**config.mk**
```make
export PLATFORM = sky130hd
export DESIGN_NAME = branch_cond_unit_flat
export DESIGN_NICKNAME = d
export VERILOG_FILES = /design/src/rtl/branch_cond_if.sv /design/src/rtl/branch_cond_unit.sv /design/src/flat_wrapper.sv
export SDC_FILE = /design/constraint.sdc
export NUM_CORES = 1
export LEC_CHECK = 0
export BUFFER_PORTS_ARGS = -buffer_cell sky130_fd_sc_hd__buf_2
export CAP_MARGIN = 20
export CORE_UTILIZATION = 55
export DETAILED_ROUTE_END_ITERATION = 10
export PLACE_DENSITY = 0.83
export SLEW_MARGIN = 10
export SYNTH_ARGS = -nofsm -noshare
export SYNTH_HDL_FRONTEND = slang
export SYNTH_SLANG_ARGS = --single-unit
```
**constraint.sdc**
```tcl
create_clock -name clk -period 4.7 [get_ports clk]
set_clock_uncertainty 0.05 [all_clocks]
set_input_delay 0.235 -clock clk [delete_from_list [all_inputs] [get_ports clk]]
set_output_delay 0.235 -clock clk [all_outputs]
set_load 0.1 [all_outputs]
```
**src/rtl/branch_cond_if.sv**
```systemverilog
// Decode-to-branch-unit request channel and branch-unit-to-PC-mux result channel.
interface branch_cond_if #(parameter int ADDR_W = 8);
   logic              br_valid;
   logic              br_ready;
   logic [3:0]        br_cond;
   logic [ADDR_W-1:0] br_target;
   logic [ADDR_W-1:0] pc_plus1;
   logic              res_valid;
   logic              res_ready;
   logic              take;
   logic [ADDR_W-1:0] next_pc;
   logic              illegal;

   modport master (
      output br_valid, br_cond, br_target, pc_plus1, res_ready,
      input  br_ready, res_valid, take, next_pc, illegal
   );

   modport slave (
      input  br_valid, br_cond, br_target, pc_plus1, res_ready,
      output br_ready, res_valid, take, next_pc, illegal
   );
endinterface

```
**src/rtl/branch_cond_unit.sv**
```systemverilog
// Conditional-jump evaluator: waits out flag writes, tests {z,n,c,v}, returns take/next_pc.
// Optional BRANCH_STATS_EN adds taken_cnt/eval_cnt counters.
module branch_cond_unit #(parameter int ADDR_W = 8) (
   input  logic        clk,
   input  logic        reset,
   input  logic [3:0]  status,
   input  logic        flags_wr,
   branch_cond_if.slave bus
`ifdef BRANCH_STATS_EN
   , output logic [15:0] taken_cnt
   , output logic [15:0] eval_cnt
`endif
);

   typedef enum logic [1:0] {IDLE, HOLD, EVAL, DONE} state_t;

   state_t            state, state_nxt;
   logic [3:0]        cond_q;
   logic [ADDR_W-1:0] target_q, pc1_q;
   logic              cond_take, cond_ill;
   logic              accept, release_res;

   assign accept      = bus.br_valid & bus.br_ready;
   assign release_res = (state == DONE) & bus.res_ready;

   always_ff @(posedge clk) begin
      if (reset) state <= IDLE;
      else       state <= state_nxt;
   end

   always_comb begin
      state_nxt     = state;
      bus.br_ready  = 1'b0;
      bus.res_valid = 1'b0;
      case (state)
         IDLE: begin
            bus.br_ready = 1'b1;
            if (bus.br_valid) state_nxt = flags_wr ? HOLD : EVAL;
         end
         HOLD: if (!flags_wr) state_nxt = EVAL;
         // flags_wr is ignored here: status is already final for this evaluation
         EVAL: state_nxt = DONE;
         DONE: begin
            bus.res_valid = 1'b1;
            if (bus.res_ready) state_nxt = IDLE;
         end
         default: state_nxt = IDLE;
      endcase
   end

   // condition table over the live status word {z,n,c,v}
   always_comb begin
      cond_take = 1'b0;
      cond_ill  = 1'b0;
      case (cond_q)
         4'd0:  cond_take = 1'b1;
         4'd1:  cond_take = status[3];
         4'd2:  cond_take = ~status[3];
         4'd3:  cond_take = ~status[3] & (status[2] == status[0]);
         4'd4:  cond_take = (status[2] == status[0]);
         4'd5:  cond_take = (status[2] != status[0]);
         4'd6:  cond_take = status[3] | (status[2] != status[0]);
         4'd7:  cond_take = status[1];
         4'd8:  cond_take = ~status[1];
         4'd9:  cond_take = status[0];
         4'd10: cond_take = ~status[0];
         default: cond_ill = 1'b1;
      endcase
   end

   always_ff @(posedge clk) begin
      if (reset) begin
         cond_q      <= '0;
         target_q    <= '0;
         pc1_q       <= '0;
         bus.take    <= 1'b0;
         bus.next_pc <= '0;
         bus.illegal <= 1'b0;
      end else begin
         if (accept) begin
            cond_q   <= bus.br_cond;
            target_q <= bus.br_target;
            pc1_q    <= bus.pc_plus1;
         end
         if (state == EVAL) begin
            bus.take    <= cond_take;
            bus.next_pc <= cond_take ? target_q : pc1_q;
            bus.illegal <= cond_ill;
         end
      end
   end

`ifdef BRANCH_STATS_EN
   always_ff @(posedge clk) begin
      if (reset) begin
         taken_cnt <= '0;
         eval_cnt  <= '0;
      end else if (release_res) begin
         eval_cnt <= eval_cnt + 16'd1;
         if (bus.take) taken_cnt <= taken_cnt + 16'd1;
      end
   end
`else
   logic unused_release;
   assign unused_release = release_res;
`endif

endmodule

```
**src/flat_wrapper.sv**
```systemverilog
// flat-port wrapper written by rule: the top's interface ports become plain ports
module branch_cond_unit_flat 
#(parameter int ADDR_W = 8)
  (clk, reset, status, flags_wr, bus_br_valid, bus_br_cond, bus_br_target, bus_pc_plus1, bus_res_ready, bus_br_ready, bus_res_valid, bus_take, bus_next_pc, bus_illegal);
  branch_cond_if #(.ADDR_W(ADDR_W)) bus_i ();
  input  logic clk;
  input  logic reset;
  input  logic [3:0] status;
  input  logic flags_wr;
  input wire logic [$bits(bus_i.br_valid)-1:0] bus_br_valid;
  input wire logic [$bits(bus_i.br_cond)-1:0] bus_br_cond;
  input wire logic [$bits(bus_i.br_target)-1:0] bus_br_target;
  input wire logic [$bits(bus_i.pc_plus1)-1:0] bus_pc_plus1;
  input wire logic [$bits(bus_i.res_ready)-1:0] bus_res_ready;
  output wire logic [$bits(bus_i.br_ready)-1:0] bus_br_ready;
  output wire logic [$bits(bus_i.res_valid)-1:0] bus_res_valid;
  output wire logic [$bits(bus_i.take)-1:0] bus_take;
  output wire logic [$bits(bus_i.next_pc)-1:0] bus_next_pc;
  output wire logic [$bits(bus_i.illegal)-1:0] bus_illegal;
  assign bus_i.br_valid = bus_br_valid;
  assign bus_i.br_cond = bus_br_cond;
  assign bus_i.br_target = bus_br_target;
  assign bus_i.pc_plus1 = bus_pc_plus1;
  assign bus_i.res_ready = bus_res_ready;
  assign bus_br_ready = bus_i.br_ready;
  assign bus_res_valid = bus_i.res_valid;
  assign bus_take = bus_i.take;
  assign bus_next_pc = bus_i.next_pc;
  assign bus_illegal = bus_i.illegal;
  branch_cond_unit #(.ADDR_W(ADDR_W)) u_core (.clk(clk), .reset(reset), .status(status), .flags_wr(flags_wr), .bus(bus_i));
endmodule
```
==> results of run 1 <==
through the flow:
stage	worst slack, ns	std cells
2_1_floorplan	2.514	181
3_3_place_gp	2.736	239
3_5_place_dp	2.570	239
4_1_cts	2.569	247
5_1_grt	2.428	247
6_report	2.566	247
worst max-delay path by stage:
stage | end | cells after the start
after floorplan | u_core.state[0] | 6
after global placement | u_core.bus.next_pc[4] | 5
after detailed placement | u_core.bus.next_pc[4] | 6
after CTS | u_core.bus.next_pc[0] | 5
after global routing | u_core.bus.next_pc[4] | 5
final | u_core.bus.next_pc[4] | 5
logic make-up after synthesis:
family                   Yosys count  share of synthesized area [%]
flip-flops                        32                          42.63
AO/OA/AOI/OAI                     50                          25.73
XOR/XNOR                           1                         0.5830
adder cells (fa/ha/maj)            4                          3.331
AND/OR/NAND/NOR                   76                          21.90
buffers and inverters             17                          5.079
multiplexers                       1                         0.7493
layout make-up:
class | count | area (um2) | area share, %
multi-input cells | 132 | 785.8 | 45.02
well taps | 30 | 37.54 | 2.151
clock inverters | 1 | 7.507 | 0.4301
repair buffers | 40 | 200.2 | 11.47
clock buffers | 7 | 55.05 | 3.154
inverters | 5 | 18.77 | 1.075
flip-flops and latches | 32 | 640.6 | 36.70
cell usage after synthesis (all sizes together), types with 2 or more instances:
cell type,n,area [um2]
nor2b,2,12.51
nand2,45,168.9
nand3,10,50.05
clkbuf,8,30.03
inv,5,18.77
ha,4,50.05
o21ai,8,40.04
a21oi,21,105.1
nor2,13,48.80
buf,4,27.52
a211oi,5,42.54
dfxtp,32,640.6
a311oi,9,122.6
power groups by stage:
stage / clock, uW / combinational (uW) / sequential (uW)
2_1_floorplan: 0 / 342 / 590
3_3_place_gp: 0 / 619 / 391
3_5_place_dp: 0 / 641 / 395
4_1_cts: 173 / 642 / 389
5_1_grt: 188 / 688 / 397
6_report: 170 / 643 / 389
worst min-delay path, cell delays in order:
cell     delay, ns
buf_2         0.09
nand2_1       0.04
a21oi_1       0.05
state kept, by name, indices dropped and copies added (netlist names):
register / count
u_core.state: 2
u_core.bus.illegal: 1
u_core.cond_q: 4
u_core.bus.take: 1
u_core.bus.next_pc: 8
u_core.pc1_q: 8
u_core.target_q: 8
routing by layer:
metal	global-route usage (%)	vias to the layer above	part of all wire, %
met3	8.889	7	5.1
met2	46.54	45	50
li1	-	706	-
met5	0	-	0
met4	16.67	0	1.8
met1	27.10	652	43
==> impl_results.md, run 1 <==
- Routed Antenna Nets: 0
- Initial antenna violation count: 0
- Critical Path Sink Type: flop
- R2r startpoint: u_core.cond_q[1]
- Slew @ Worst Pin: 0.8252 ns
- Placed Area: 1683 um2
- Pwr Density: 689.4 nW/um2
- Crit path max-delay cell type: a211oi_2
- Clk buf depth: 2
- Hold Vio Cnt, Final: 0
- Detailed Route WL: 3.519 mm
- Worst skew pair latency: roughly 0.35 ns
- Reg-to-reg setup timing slack: roughly 2.6 ns
- Root Buffer: clkbuf_4
- Setup Fix Bufs, Post-CTS: 0
- Slew HR: 44.99%
- Family with the most delay on the worst path: compound AO/OA/AOI/OAI gates
- CTS tree: built
- RSZ-0062 raised after global routing: no
- Synth Register Bits: 32
- Die height: 54.27 um
- Number of synthesized flops with an enable pin: 0
- Hold path cells: 3
- Input/output buffers: 40
- RD Place Congestion: 0.7639
- Crit path cell chain: and3b_1 > o211a_1 > a211oi_2 > nand3_1 > a311oi_2
- F_max: ~0.47 GHz
- Area growth from synthesis to layout: 16.15%
- Vias in the first global route: 1,314
- PostCTS Resize Cnt: 0
- CTS clk-pin slew, worst paths: approximately 0.11 ns
- Most frequent cells in the layout: nand2_1, buf_2, dfxtp_1, a21oi_1, nor2_1
- Comb pwr share: a little over half
- Floorplan die width: 54.27 um
- FF-to-FF End: u_core.bus.next_pc[4]
- Status: finished, final reports clean
- Min Hold Slack: 0.06166 ns
- Global-route wire length before repair: 5.444 mm
- Diode count: 0
- H-tree depth: 2
- Required @ worst endpoint: 4.92 ns
- Hold EP: u_core.target_q[6]
- Initial Util: approximately three fifths
- Sequential cell area fraction in the yosys report: 42.63%
- HP Class: in -> reg
- Critical path fanouts, max: 10
- # fillers: 208
- Routed via count: 1,410
- P_int: 559.8 uW
- Leak: 0.0006928 uW
- Design Area, Final: around 1700 um2
- GRT overflow: 0
- Number of CTS-inserted buffers: 5
- Setup crit start: u_core.cond_q[1]
- Final Util: 69.20%
- Max Slew Vio Count: 0
- Average wire per standard cell: 14.25 um
- Ys Warns: 0
- Prevailing post-synth register cell: dfxtp_1
- Mapped Nets: 214
- Drt via density: 5.709
- # DRC: 0
- Final setup viols: 0
- Slowest stage delay, CP: 0.55 ns
- Pin count of the biggest net entering global routing: 33
- Avg Inst Size Synth: approximately 8.3 um2
- Net Switching: 643.5 uW
- Clock Power Share: between 10 and 15%
- CORE AREA: 2522 um2
- Tcrit/Tclk final: 45.40%
- CP bufs+invs: 0
- Async set-or-reset flop fraction in the synthesized netlist: 0%
- Hold buffer count at cts: 0
- Worst r2r path cells: 5
- Total power: 1203 uW
- Initial DRT Pass Iterations: 4
- Setup CP Type: reg -> reg
- I/O pin total: 41
- Nets: 249
- Synth Cell Area: 1503 um2
- IR drop worst, VDD: 733.8 uV
- Total track usage: 26.67%
- Commonest non-fill, non-tap cell in the layout: nand2_1
- Tmin final: 2.134 ns
- Crit path DAT: 2.35 ns
- Max-Cap Viols: 0
- Sequential Power Share: 32.4%
- Iter 0 DRT Violations: 47
- Core Rows: 18
- CP Launch Type: flop
- Clock sink total: 32
- Mapped Cells: ~180
- DP Wirelength: 2.399 mm
- Post-synthesis cell type count: 33
- Die area: roughly 3000 um2
- Share of cells above drive strength 1: a little over a quarter
- Setup Total Neg Slack: 0 ns
- Critical hold path startpoint: bus_br_target[6]
- Sw Ratio: 53.48%
(Power assumes the default switching activity.)
==> run 2: changes to the inputs <==
Settings changed: CORE_UTILIZATION 55 to 51, PLACE_DENSITY 0.83 to 0.78.
Clock period 4.7 ns to 2.2 ns, I/O delays scaled along.
==> impl_results.md, run 2 (synthesized netlist as in run 1, its figures left out) <==
- Sequential Power Share: 32.4%
- CTS tree: built
- CTS clk-pin slew, worst paths: 0.10 ns
- PnR worst setup slack: 0.2201 ns
- Commonest non-fill, non-tap cell in the layout: nand2_1
- Clk buf depth: 2
- Max-Cap Viols: 0
- Most frequent cells in the layout: nand2_1, buf_2, dfxtp_1, a21oi_1, dlygate4sd3_1
- Comb pwr share: 55.3%
- Total track usage: 25.15%
- Drt via density: 5.567
- Largest regs: u_core.bus.next_pc x8, u_core.pc1_q x8, u_core.target_q x8
- Sw Ratio: 52.90%
- Worst skew pair latency: 0.33 ns
- # DRC: 0
- Critical Path Sink Type: flop
- Diode count: 0
- Average wire per standard cell: roughly 14 um
- Net Switching: about 1400 uW
- Routed Antenna Nets: 0
- Share of cells above drive strength 1: ~25%
- Detailed Route WL: 3.713 mm
- Pin count of the biggest net entering global routing: 33
- Hold Vio Cnt, Final: 0
- Max Slew Vio Count: 0
- Crit path DAT: approximately 2.2 ns
- PostCTS Resize Cnt: 0
- Iter 0 DRT Violations: 63
- Number of CTS-inserted buffers: 5
- H-tree depth: 2
- Required @ worst endpoint: roughly 2.4 ns
- CORE AREA: 2781 um2
- RD Place Congestion: 0.7667
- Core Rows: 19
- Initial antenna violation count: 0
- Input/output buffers: 40
- I/O pin total: 41
- Die height: roughly 56 um
- Vias in the first global route: 1,410
- Area growth from synthesis to layout: 29.97%
- Slew @ Worst Pin: 0.6364 ns
- Setup Fix Bufs, Post-CTS: 0
- Pwr Density: 1312 nW/um2
- Initial DRT Pass Iterations: 4
- Final setup viols: 0
- Floorplan die width: 56.28 um
- Global-route wire length before repair: 6.058 mm
- Setup Total Neg Slack: 0 ns
- Total power: 2562 uW
- DP Wirelength: around 2.4 mm
- GRT overflow: 0
- CP Launch Type: flop
- Slew HR: 57.47%
- Root Buffer: clkbuf_4
- Placed cells: ~240
- Die area: 3167 um2
- Status: finished, final reports clean
- RSZ-0062 raised after global routing: no
- Leak: 0.0007884 uW
- Setup CP Type: reg -> reg
- Initial Util: a little over half
- Placed Area: 1707 um2
- Clock Power Share: 12.2%
- P_int: 1207 uW
- Clock sink total: 32
- Worst slack at placement: 0.2553 ns
- F_max: approximately 0.51 GHz
- Layout Cells excl Fill: 270
- Tmin final: 1.980 ns
- Tcrit/Tclk final: 89.99%
- Nets: 272
- Design Area, Final: between 1500 and 2000 um2
- IR drop worst, VDD: about 1300 uV
- HP Class: in -> reg
- Routed via count: 1,503
- Critical path fanouts, max: 11
==> run 2: cell count changes in the layout (fill, tap and decap cells not counted), sizes merged <==
cell | before | now
buf | 40 | 43
clkbuf | 7 | 6
clkinv | 0 | 1
clkinvlp | 1 | 0
dlygate4sd3 | 0 | 20
==> run 2: layer usage <==
metal  track usage, %  up-vias  share of wire (%)  wire length [um]
met3            7.143        4                4.4               162
li1                 -      754                  -                 -
met5                0        -                  0                 0
met2            46.94       39                 54              2012
met4            9.408        0                1.3                49
met1            26.50      706                 40              1489
==> run 2: worst max-delay path: stages, from the launching register on <==
cell and delay [ns]:
dfxtp_1 0.49, nor2_1 0.09, a2111oi_1 0.56, a211o_1 0.33
o21ai_1 0.12, a311oi_2 0.26
==> run 2: final timing paths <==
path	startpoint	end	slack [ns]	cells after the start
max reg2reg	u_core.cond_q[0]	u_core.bus.next_pc[2]	0.22	5
max	u_core.cond_q[0]	u_core.bus.next_pc[2]	0.22	5
min	flags_wr	u_core.state[0]	0.14	3
min reg2reg	u_core.pc1_q[2]	u_core.pc1_q[2]	0.41	2
==> run 2: area by class of cell <==
class / count / area, um2
inverters: 5 / 18.77
repair buffers: 63 / 422.9
flip-flops and latches: 32 / 640.6
well taps: 31 / 38.79
clock buffers: 6 / 41.29
multi-input cells: 132 / 785.8
clock inverters: 1 / 5.005
fillers: 241 / 828.3
==> run 2: power by group through the flow <==
stage                     logic [uW]  clock network [uW]  registers (uW)
after global placement          1340                   0             839
after floorplan                  730                   0            1260
after CTS                       1420                 316             830
final                           1420                 313             831
after global routing            1520                 348             848
after detailed placement        1390                   0             843
==> run 2: through the flow <==
step	hold slack, ns	utilization [%]
final	0.1423	70.22
after floorplan	0.1321	-
after CTS	0.1436	70.22
after global routing	0.1512	70.22
after global placement	0.3006	61.36
after detailed placement	0.3061	61.36
==> run 2: repair_timing <==
| action | in CTS | in global routing |
|---|---|---|
| endpoints found under the hold margin | 20 | 0 |
| hold buffers | 20 | 0 |
| setup endpoints to repair | 0 | 0 |
